File: src/rtl/tetris_pixel_pipe.sv
// Two-stage registered pixel colour pipe for the Tetris playfield, label and score digits.
// Cell and glyph memories are external with one-cycle read latency; syncs are delay-matched.
module tetris_pixel_pipe #(
    parameter int GRID_W      = 10,
    parameter int GRID_H      = 22,
    parameter int HIDDEN_ROWS = 2,
    parameter int CELL_LOG2   = 4,
    parameter int FIELD_X0    = 240,
    parameter int FIELD_Y0    = 80,
    parameter int LABEL_LEN   = 13,
    parameter int LABEL_X0    = 468,
    parameter int LABEL_Y0    = 224,
    parameter int DIGITS      = 4,
    parameter int DIGIT_X0    = 538,
    parameter int FLASH_SHIFT = 3,
    parameter int CA_W        = $clog2(GRID_W*GRID_H)
) (
    input  logic                   Clk,
    input  logic                   Reset_n,
    input  logic [9:0]             DrawX,
    input  logic [9:0]             DrawY,
    input  logic                   vde_in,
    input  logic                   hsync_in,
    input  logic                   vsync_in,
    input  logic [7*LABEL_LEN-1:0] label,
    input  logic [13:0]            score,
    input  logic                   score_load,
    output logic                   score_busy,
    input  logic                   grid_lines,
    input  logic [GRID_H-1:0]      clear_rows,
    output logic [CA_W-1:0]        cell_addr,
    input  logic [2:0]             cell_data,
    output logic [10:0]            font_addr,
    input  logic [7:0]             font_data,
    output logic [3:0]             Red,
    output logic [3:0]             Green,
    output logic [3:0]             Blue,
    output logic                   vde_out,
    output logic                   hsync_out,
    output logic                   vsync_out
);

    localparam int RW        = (GRID_H > 1) ? $clog2(GRID_H) : 1;
    localparam int CW        = (GRID_W > 1) ? $clog2(GRID_W) : 1;
    localparam int LW        = (LABEL_LEN > 1) ? $clog2(LABEL_LEN) : 1;
    localparam int DW        = (DIGITS > 1) ? $clog2(DIGITS) : 1;
    localparam int BCD_W     = 4*DIGITS;
    localparam int FC_W      = FLASH_SHIFT + 1;
    localparam int SCORE_MAX = 10**DIGITS - 1;
    localparam int SHIFTS    = 14;

    localparam logic [11:0] FX_LO  = 12'(FIELD_X0);
    localparam logic [11:0] FX_HI  = 12'(FIELD_X0 + (GRID_W << CELL_LOG2));
    localparam logic [11:0] FY_LO  = 12'(FIELD_Y0);
    localparam logic [11:0] FY_HI  = 12'(FIELD_Y0 + ((GRID_H - HIDDEN_ROWS) << CELL_LOG2));
    localparam logic [11:0] LX_LO  = 12'(LABEL_X0);
    localparam logic [11:0] LX_HI  = 12'(LABEL_X0 + 8*LABEL_LEN);
    localparam logic [11:0] LY_LO  = 12'(LABEL_Y0);
    localparam logic [11:0] LY_MID = 12'(LABEL_Y0 + 16);
    localparam logic [11:0] LY_HI  = 12'(LABEL_Y0 + 32);
    localparam logic [11:0] DX_LO  = 12'(DIGIT_X0);
    localparam logic [11:0] DX_HI  = 12'(DIGIT_X0 + 8*DIGITS);

    typedef enum logic {S_IDLE, S_SHIFT} state_t;

    // ---------------- region decode and memory addressing (cycle k) ----------------
    logic [11:0]   x_w, y_w, fx_w, fy_w, lx_w, ly_w, dx_w;
    logic          in_field_w, in_label_w, in_digit_w, cell_edge_w;
    logic [CW-1:0] col_w;
    logic [RW-1:0] row_w;
    logic [LW-1:0] lidx_w;
    logic [DW-1:0] didx_w;
    logic [6:0]    char_w;
    logic [6:0]    label_chars_w [LABEL_LEN];
    logic [3:0]    digit_w       [DIGITS];
    logic [BCD_W-1:0] digits_q;

    assign x_w  = {2'b00, DrawX};
    assign y_w  = {2'b00, DrawY};
    assign fx_w = x_w - FX_LO;
    assign fy_w = y_w - FY_LO;
    assign lx_w = x_w - LX_LO;
    assign ly_w = y_w - LY_LO;
    assign dx_w = x_w - DX_LO;

    assign in_field_w = (x_w >= FX_LO) && (x_w < FX_HI) && (y_w >= FY_LO) && (y_w < FY_HI);
    assign in_label_w = !in_field_w && (y_w >= LY_LO) && (y_w < LY_MID)
                        && (x_w >= LX_LO) && (x_w < LX_HI);
    assign in_digit_w = !in_field_w && !in_label_w && (y_w >= LY_MID) && (y_w < LY_HI)
                        && (x_w >= DX_LO) && (x_w < DX_HI);

    assign col_w       = fx_w[CELL_LOG2 +: CW];
    assign row_w       = RW'(fy_w >> CELL_LOG2) + RW'(HIDDEN_ROWS);
    assign cell_edge_w = (fx_w[CELL_LOG2-1:0] == '0) || (fy_w[CELL_LOG2-1:0] == '0);
    assign cell_addr   = CA_W'(row_w) * CA_W'(GRID_W) + CA_W'(col_w);

    assign lidx_w = lx_w[3 +: LW];
    assign didx_w = dx_w[3 +: DW];

    for (genvar gi = 0; gi < LABEL_LEN; gi++) begin : g_label
        assign label_chars_w[gi] = label[7*gi +: 7];
    end

    // Digit 0 on screen is the most-significant BCD nibble.
    for (genvar gi = 0; gi < DIGITS; gi++) begin : g_digit
        assign digit_w[gi] = digits_q[4*(DIGITS-1-gi) +: 4];
    end

    always_comb begin
        char_w = 7'd0;
        if (in_label_w)
            char_w = label_chars_w[lidx_w];
        else if (in_digit_w)
            char_w = {3'b011, digit_w[didx_w]};
    end

    // The digit row sits exactly 16 lines below the label, so both share the low nibble.
    assign font_addr = {char_w, ly_w[3:0]};

    // ---------------- stage 1 ----------------
    logic          s1_field_q, s1_text_q, s1_edge_q;
    logic [2:0]    s1_bit_q;
    logic [RW-1:0] s1_row_q;
    logic [2:0]    s1_sync_q;

    always_ff @(posedge Clk or negedge Reset_n) begin
        if (!Reset_n) begin
            s1_field_q <= 1'b0;
            s1_text_q  <= 1'b0;
            s1_edge_q  <= 1'b0;
            s1_bit_q   <= '0;
            s1_row_q   <= '0;
            s1_sync_q  <= '0;
        end else begin
            s1_field_q <= in_field_w;
            s1_text_q  <= in_label_w || in_digit_w;
            s1_edge_q  <= cell_edge_w;
            s1_bit_q   <= DrawX[2:0];
            s1_row_q   <= row_w;
            s1_sync_q  <= {vde_in, hsync_in, vsync_in};
        end
    end

    // ---------------- frame counter for line-clear flashing ----------------
    logic            vs_q;
    logic [FC_W-1:0] frame_q;
    logic            flash_w;

    always_ff @(posedge Clk or negedge Reset_n) begin
        if (!Reset_n) begin
            vs_q    <= 1'b0;
            frame_q <= '0;
        end else begin
            vs_q <= vsync_in;
            if (vsync_in && !vs_q)
                frame_q <= frame_q + FC_W'(1);
        end
    end

    assign flash_w = frame_q[FLASH_SHIFT];

    // ---------------- stage 2: colour ----------------
    function automatic logic [11:0] cell_rgb(input logic [2:0] code);
        case (code)
            3'd0:    return 12'hFBC;
            3'd1:    return 12'h777;
            3'd2:    return 12'h0F0;
            3'd3:    return 12'hF00;
            3'd4:    return 12'h00F;
            3'd5:    return 12'hF70;
            3'd6:    return 12'hF90;
            default: return 12'h707;
        endcase
    endfunction

    logic [11:0] rgb_d, rgb_q;
    logic [2:0]  sync_q;

    always_comb begin
        rgb_d = 12'h000;
        if (s1_field_q) begin
            rgb_d = cell_rgb(cell_data);
            if (grid_lines && s1_edge_q)
                rgb_d = 12'h333;
            if (clear_rows[s1_row_q] && flash_w)
                rgb_d = 12'hFFF;
        end else if (s1_text_q) begin
            rgb_d = font_data[~s1_bit_q] ? 12'hFFF : 12'h000;
        end
    end

    always_ff @(posedge Clk or negedge Reset_n) begin
        if (!Reset_n) begin
            rgb_q  <= '0;
            sync_q <= '0;
        end else begin
            rgb_q  <= rgb_d;
            sync_q <= s1_sync_q;
        end
    end

    assign Red   = rgb_q[11:8];
    assign Green = rgb_q[7:4];
    assign Blue  = rgb_q[3:0];
    assign {vde_out, hsync_out, vsync_out} = sync_q;

    // ---------------- score: iterative double-dabble ----------------
    state_t             state_q, state_d;
    logic [13:0]        bin_q;
    logic [BCD_W-1:0]   bcd_q, bcd_adj_w, bcd_next_w;
    logic [3:0]         cnt_q;
    logic [13:0]        score_sat_w;
    logic [BCD_W+13:0]  dd_shift_w;
    logic               last_shift_w;

    assign score_sat_w  = (int'(score) > SCORE_MAX) ? 14'(SCORE_MAX) : score;
    assign last_shift_w = (cnt_q == 4'(SHIFTS-1));

    for (genvar gi = 0; gi < DIGITS; gi++) begin : g_dabble
        assign bcd_adj_w[4*gi +: 4] = (bcd_q[4*gi +: 4] >= 4'd5) ? bcd_q[4*gi +: 4] + 4'd3
                                                                 : bcd_q[4*gi +: 4];
    end

    assign dd_shift_w = {bcd_adj_w, bin_q} << 1;
    assign bcd_next_w = dd_shift_w[BCD_W+13:14];

    always_ff @(posedge Clk or negedge Reset_n) begin
        if (!Reset_n)
            state_q <= S_IDLE;
        else
            state_q <= state_d;
    end

    always_comb begin
        state_d = state_q;
        case (state_q)
            S_IDLE:  if (score_load) state_d = S_SHIFT;
            S_SHIFT: if (score_load)        state_d = S_SHIFT;
                     else if (last_shift_w) state_d = S_IDLE;
            default: state_d = S_IDLE;
        endcase
    end

    always_comb begin
        score_busy = (state_q == S_SHIFT);
    end

    // A new load always restarts from scratch, so the last load wins.
    always_ff @(posedge Clk or negedge Reset_n) begin
        if (!Reset_n) begin
            bin_q    <= '0;
            bcd_q    <= '0;
            cnt_q    <= '0;
            digits_q <= '0;
        end else if (score_load) begin
            bin_q <= score_sat_w;
            bcd_q <= '0;
            cnt_q <= '0;
        end else if (state_q == S_SHIFT) begin
            {bcd_q, bin_q} <= dd_shift_w;
            cnt_q          <= cnt_q + 4'd1;
            if (last_shift_w)
                digits_q <= bcd_next_w;
        end
    end

endmodule
File: config.mk
export PLATFORM = sky130hd
export DESIGN_NAME = tetris_pixel_pipe
export DESIGN_NICKNAME = d
export VERILOG_FILES = /design/src/rtl/tetris_pixel_pipe.sv
export SDC_FILE = /design/constraint.sdc
export NUM_CORES = 1
export LEC_CHECK = 0
export BUFFER_PORTS_ARGS = -buffer_cell sky130_fd_sc_hd__buf_2
export CORE_ASPECT_RATIO = 1.25
export CORE_MARGIN = 2
export CORE_UTILIZATION = 45
export CTS_BUF_LIST = sky130_fd_sc_hd__clkbuf_8
export DETAILED_ROUTE_END_ITERATION = 8
export GPL_ROUTABILITY_DRIVEN = 0
export GPL_TIMING_DRIVEN = 1
export PLACE_DENSITY = 0.77
export SLEW_MARGIN = 10
export SYNTH_ARGS = -nofsm -noshare
export SYNTH_HDL_FRONTEND = slang
export SYNTH_SLANG_ARGS = --single-unit
File: constraint.sdc
create_clock -name Clk -period 6.6 [get_ports Clk]
set_input_delay 1.65 -clock Clk [delete_from_list [all_inputs] [get_ports Clk]]
set_output_delay 1.65 -clock Clk [all_outputs]
set_load 0.03 [all_outputs]
==> results.sh <==
export IMPL_grt_pass1_wl_mm=21.7
export IMPL_drt_iter0_drc=241
export IMPL_yosysTopAreaCellShare_pct=37.1
export IMPL_ant_nets=0
export IMPL_drc=0
export IMPL_vias_per_cell=5.31
export IMPL_grt_pass1_vias=4582
export IMPL_setup_slack_ns=0.309
export IMPL_syn2layout_area_growth_pct=23.5
export IMPL_coreArea_mm2=0.0120
export IMPL_setup_tns_ns=0
export IMPL_die_w_um=103
export IMPL_synth_common_cells="dfrtp_1, nand2_1, a21oi_1, nor2_1, ha_1"
export IMPL_async_flop_share_pct=100
export IMPL_postCtsSetupRepairBufs=0
export IMPL_worst_path_stages=14
export IMPL_root_buffer="clkbuf_8"
export IMPL_final_cells=927
export IMPL_reg2reg_depth=6
export IMPL_insertion_delay_ns=0.36
export IMPL_ys_top_cells_by_area="dfrtp_1, mux4_2, ha_1"
export IMPL_max_clock_freq_mhz=159
export IMPL_fin_skew_ns=0.0154
export IMPL_htreeDepth=3
export IMPL_p_leak_nw=3.50
export IMPL_ios=200
export IMPL_filler_cell_count=1105
export IMPL_grt_max_degree=83
export IMPL_yosysMostFrequentCell="dfrtp_1"
export IMPL_critPathLaunchType="input pin"
export IMPL_finalNetCount=957
export IMPL_p_per_area_mw_per_mm2=199
export IMPL_synth_main_ff_cell="dfrtp_1"
export IMPL_place_area_mm2=0.00665
export IMPL_post_route_period_util_pct=95.3
export IMPL_slew_viol_final=0
export IMPL_irDropWorstVdd_uv=117
export IMPL_hold_viol=0
export IMPL_cts_resized=0
export IMPL_cp_top_family="adder cells"
export IMPL_cts_buffers=9
export IMPL_initial_core_util_pct=45.9
export IMPL_cp_cell_sequence="buf_2 > inv_1 > ha_2 > inv_1 > maj3_1 > o32ai_1 > xor2_1 > ha_1 > fa_1 > xnor2_1 > nor3b_2 > xnor2_1 > xor2_1 > buf_2"
export IMPL_cts_clk_slew_worst_paths_ns=0.08
export IMPL_worst_slew_pin_transition_ns=1.10
export IMPL_hpwl_mm=11.2
export IMPL_clockBufferDepth=2
export IMPL_run_status="complete, no violations"
export IMPL_postSynthAreaPerCell_um2=9.67
export IMPL_diodes=0
export IMPL_clkSinkCount=82
export IMPL_post_drt_wl_per_cell_um=15.3
export IMPL_dieArea_mm2=0.0132
export IMPL_hold_class="reg -> reg"
export IMPL_critPathKind="in -> out"
export IMPL_drt_first_pass_iters=5
export IMPL_max_slew_margin_rel_pct=26.4
export IMPL_post_route_cell_area_mm2=0.00684
export IMPL_cp_arrival_ns=4.64
export IMPL_holdPathStages=0
export IMPL_grt_overflow_total=0
export IMPL_antenna_found_initial=0
export IMPL_critPathMaxStageDelay_ns=0.45
export IMPL_die_y_um=128
export IMPL_cpMaxStageDelayCell="fa_1"
export IMPL_syn_nets=771
export IMPL_ys_types=56
export IMPL_vias=4925
export IMPL_worst_path_max_fanout=5
export IMPL_routed_wl_mm=14.2
export IMPL_ys_seq_area_share_pct=37.1
export IMPL_grt_usage_pct=20.9
export IMPL_rsz0062_at_grt="no"
export IMPL_synth_edff_count=0
export IMPL_synth_largest_area_cell="dfrtp_1"
export IMPL_placed_cells=911
export IMPL_postCtsHoldBufs=0
export IMPL_path_buf_inv=4
export IMPL_rows=45
export IMPL_pre_cts_ws_ns=0.287
export IMPL_setup_viol=0
export IMPL_cts_tree="done"
export IMPL_critPathCaptureType="output port"
export IMPL_cp_required_ns=4.95
export IMPL_maxCapViolCount=0
export IMPL_syn_area_mm2=0.00553
export IMPL_yosys_register_bits=82
export IMPL_synthCells=572
export IMPL_yosys_warnings=0
export IMPL_drive_gt1_share_pct=34.2
export IMPL_finalCriticalPeriod_ns=6.29
export IMPL_io_buffer_count=199
==> final cells by class <==
class | instances | area [um^2] | share of cell area (%)
multi-input combinational | 433 | 3250 | 47.6
sequential | 82 | 2050 | 30.0
timing repair buffer | 205 | 1040 | 15.3
tap | 164 | 205 | 3.00
clock buffer | 9 | 124 | 1.81
inverter | 27 | 101 | 1.48
clock inverter | 7 | 57.6 | 0.842
==> cell families (layout without fill, tap and decap cells) <==
family,count (synthesis),in the layout,synth area share [%]
DFF,82,82,37.1
adders and majority gates,35,35,8.14
AOI/OAI and AO/OA,113,113,12.5
buffers and inverters,57,248,4.52
muxes,63,63,16.4
xor gates and xnor gates,34,34,5.52
and+or+nand+nor,188,188,15.8
==> power by group <==
group	internal (mW)	total [mW]	leakage, nW	switching, mW
clock	0.142	0.339	0.0833	0.197
sequential	0.539	0.569	1.06	0.0300
combinational	0.196	0.450	2.36	0.254
total	0.877	1.36	3.50	0.481
==> routing by layer <==
| layer | track usage, % | share of wire, % | up-vias | routed length (um) |
|---|---|---|---|---|
| met4 | 5.65 | 1.3 | 0 | 186 |
| li1 | - | - | 2408 | - |
| met5 | 0 | 0 | - | 0 |
| met1 | 27.6 | 42 | 2363 | 6010 |
| met2 | 35.6 | 51 | 137 | 7220 |
| met3 | 3.16 | 5.6 | 17 | 794 |
==> flip-flops by register name, summed over array words and instances (netlist names) <==
register    cells
s1_row_q        5
s1_sync_q       3
digit_w        16
s1_edge_q       1
s1_bit_q        3
s1_text_q       1
score_busy      1
frame_q         4
s1_field_q      1
sync_q          3
cnt_q           4
bin_q          14
rgb_q          10
bcd_q          16
==> worst paths after layout <==
kind                                   startpoint                   end  slack [ns]
max in group asynchronous                 Reset_n  score_busy$_DFF_PN0_        4.46
min                        s1_sync_q[1]$_DFF_PN0_   sync_q[1]$_DFF_PN0_        0.35
min reg2reg                s1_sync_q[1]$_DFF_PN0_   sync_q[1]$_DFF_PN0_        0.35
max                                      DrawY[4]          cell_addr[7]        0.31
max reg2reg                 s1_row_q[0]$_DFF_PN0_   rgb_q[11]$_DFF_PN0_        4.30
min in group asynchronous                 Reset_n   rgb_q[11]$_DFF_PN0_        1.46
==> worst reg2reg max path, delay by kind of cell, from the launching register on <==
kind,cells,cell delay [ns]
compound gates,3,0.71
flops,1,0.58
mux,2,0.79
simple gates,1,0.09
==> through the flow <==
stage	hold slack (ns)	total power, mW	utilization, %
after floorplan	0.331	0.881	-
after global placement	0.332	1.02	55.2
after detailed placement	0.336	1.03	55.2
after CTS	0.356	1.37	56.7
after global routing	0.371	1.44	56.7
final	0.351	1.36	56.7
==> cells in the final DEF, fill, tap and decap left out, types with 4 or more instances in the layout <==
| master | synthesis | layout |
|---|---|---|
| nor3b_1 | 8 | 6 |
| nor2b_1 | 6 | 6 |
| clkbuf_8 | 0 | 9 |
| buf_2 | 5 | 198 |
| inv_6 | 0 | 4 |
| o211ai_1 | 6 | 6 |
| a21oi_1 | 49 | 49 |
| xor2_1 | 11 | 11 |
| dfrtp_1 | 82 | 81 |
| buf_4 | 6 | 7 |
| nor2_1 | 47 | 47 |
| mux2_2 | 12 | 12 |
| ha_1 | 32 | 31 |
| mux4_2 | 21 | 21 |
| nand3_1 | 21 | 21 |
| inv_1 | 26 | 26 |
| a21o_1 | 6 | 6 |
| mux2i_1 | 30 | 30 |
| nand2_1 | 76 | 76 |
| o22ai_1 | 4 | 4 |
| xnor2_1 | 22 | 21 |
| o21ai_0 | 18 | 18 |
| a211oi_1 | 5 | 5 |
| o2111ai_1 | 4 | 4 |
| nand2b_1 | 6 | 6 |
| nand4_1 | 7 | 7 |
(Power assumes the default switching activity.)
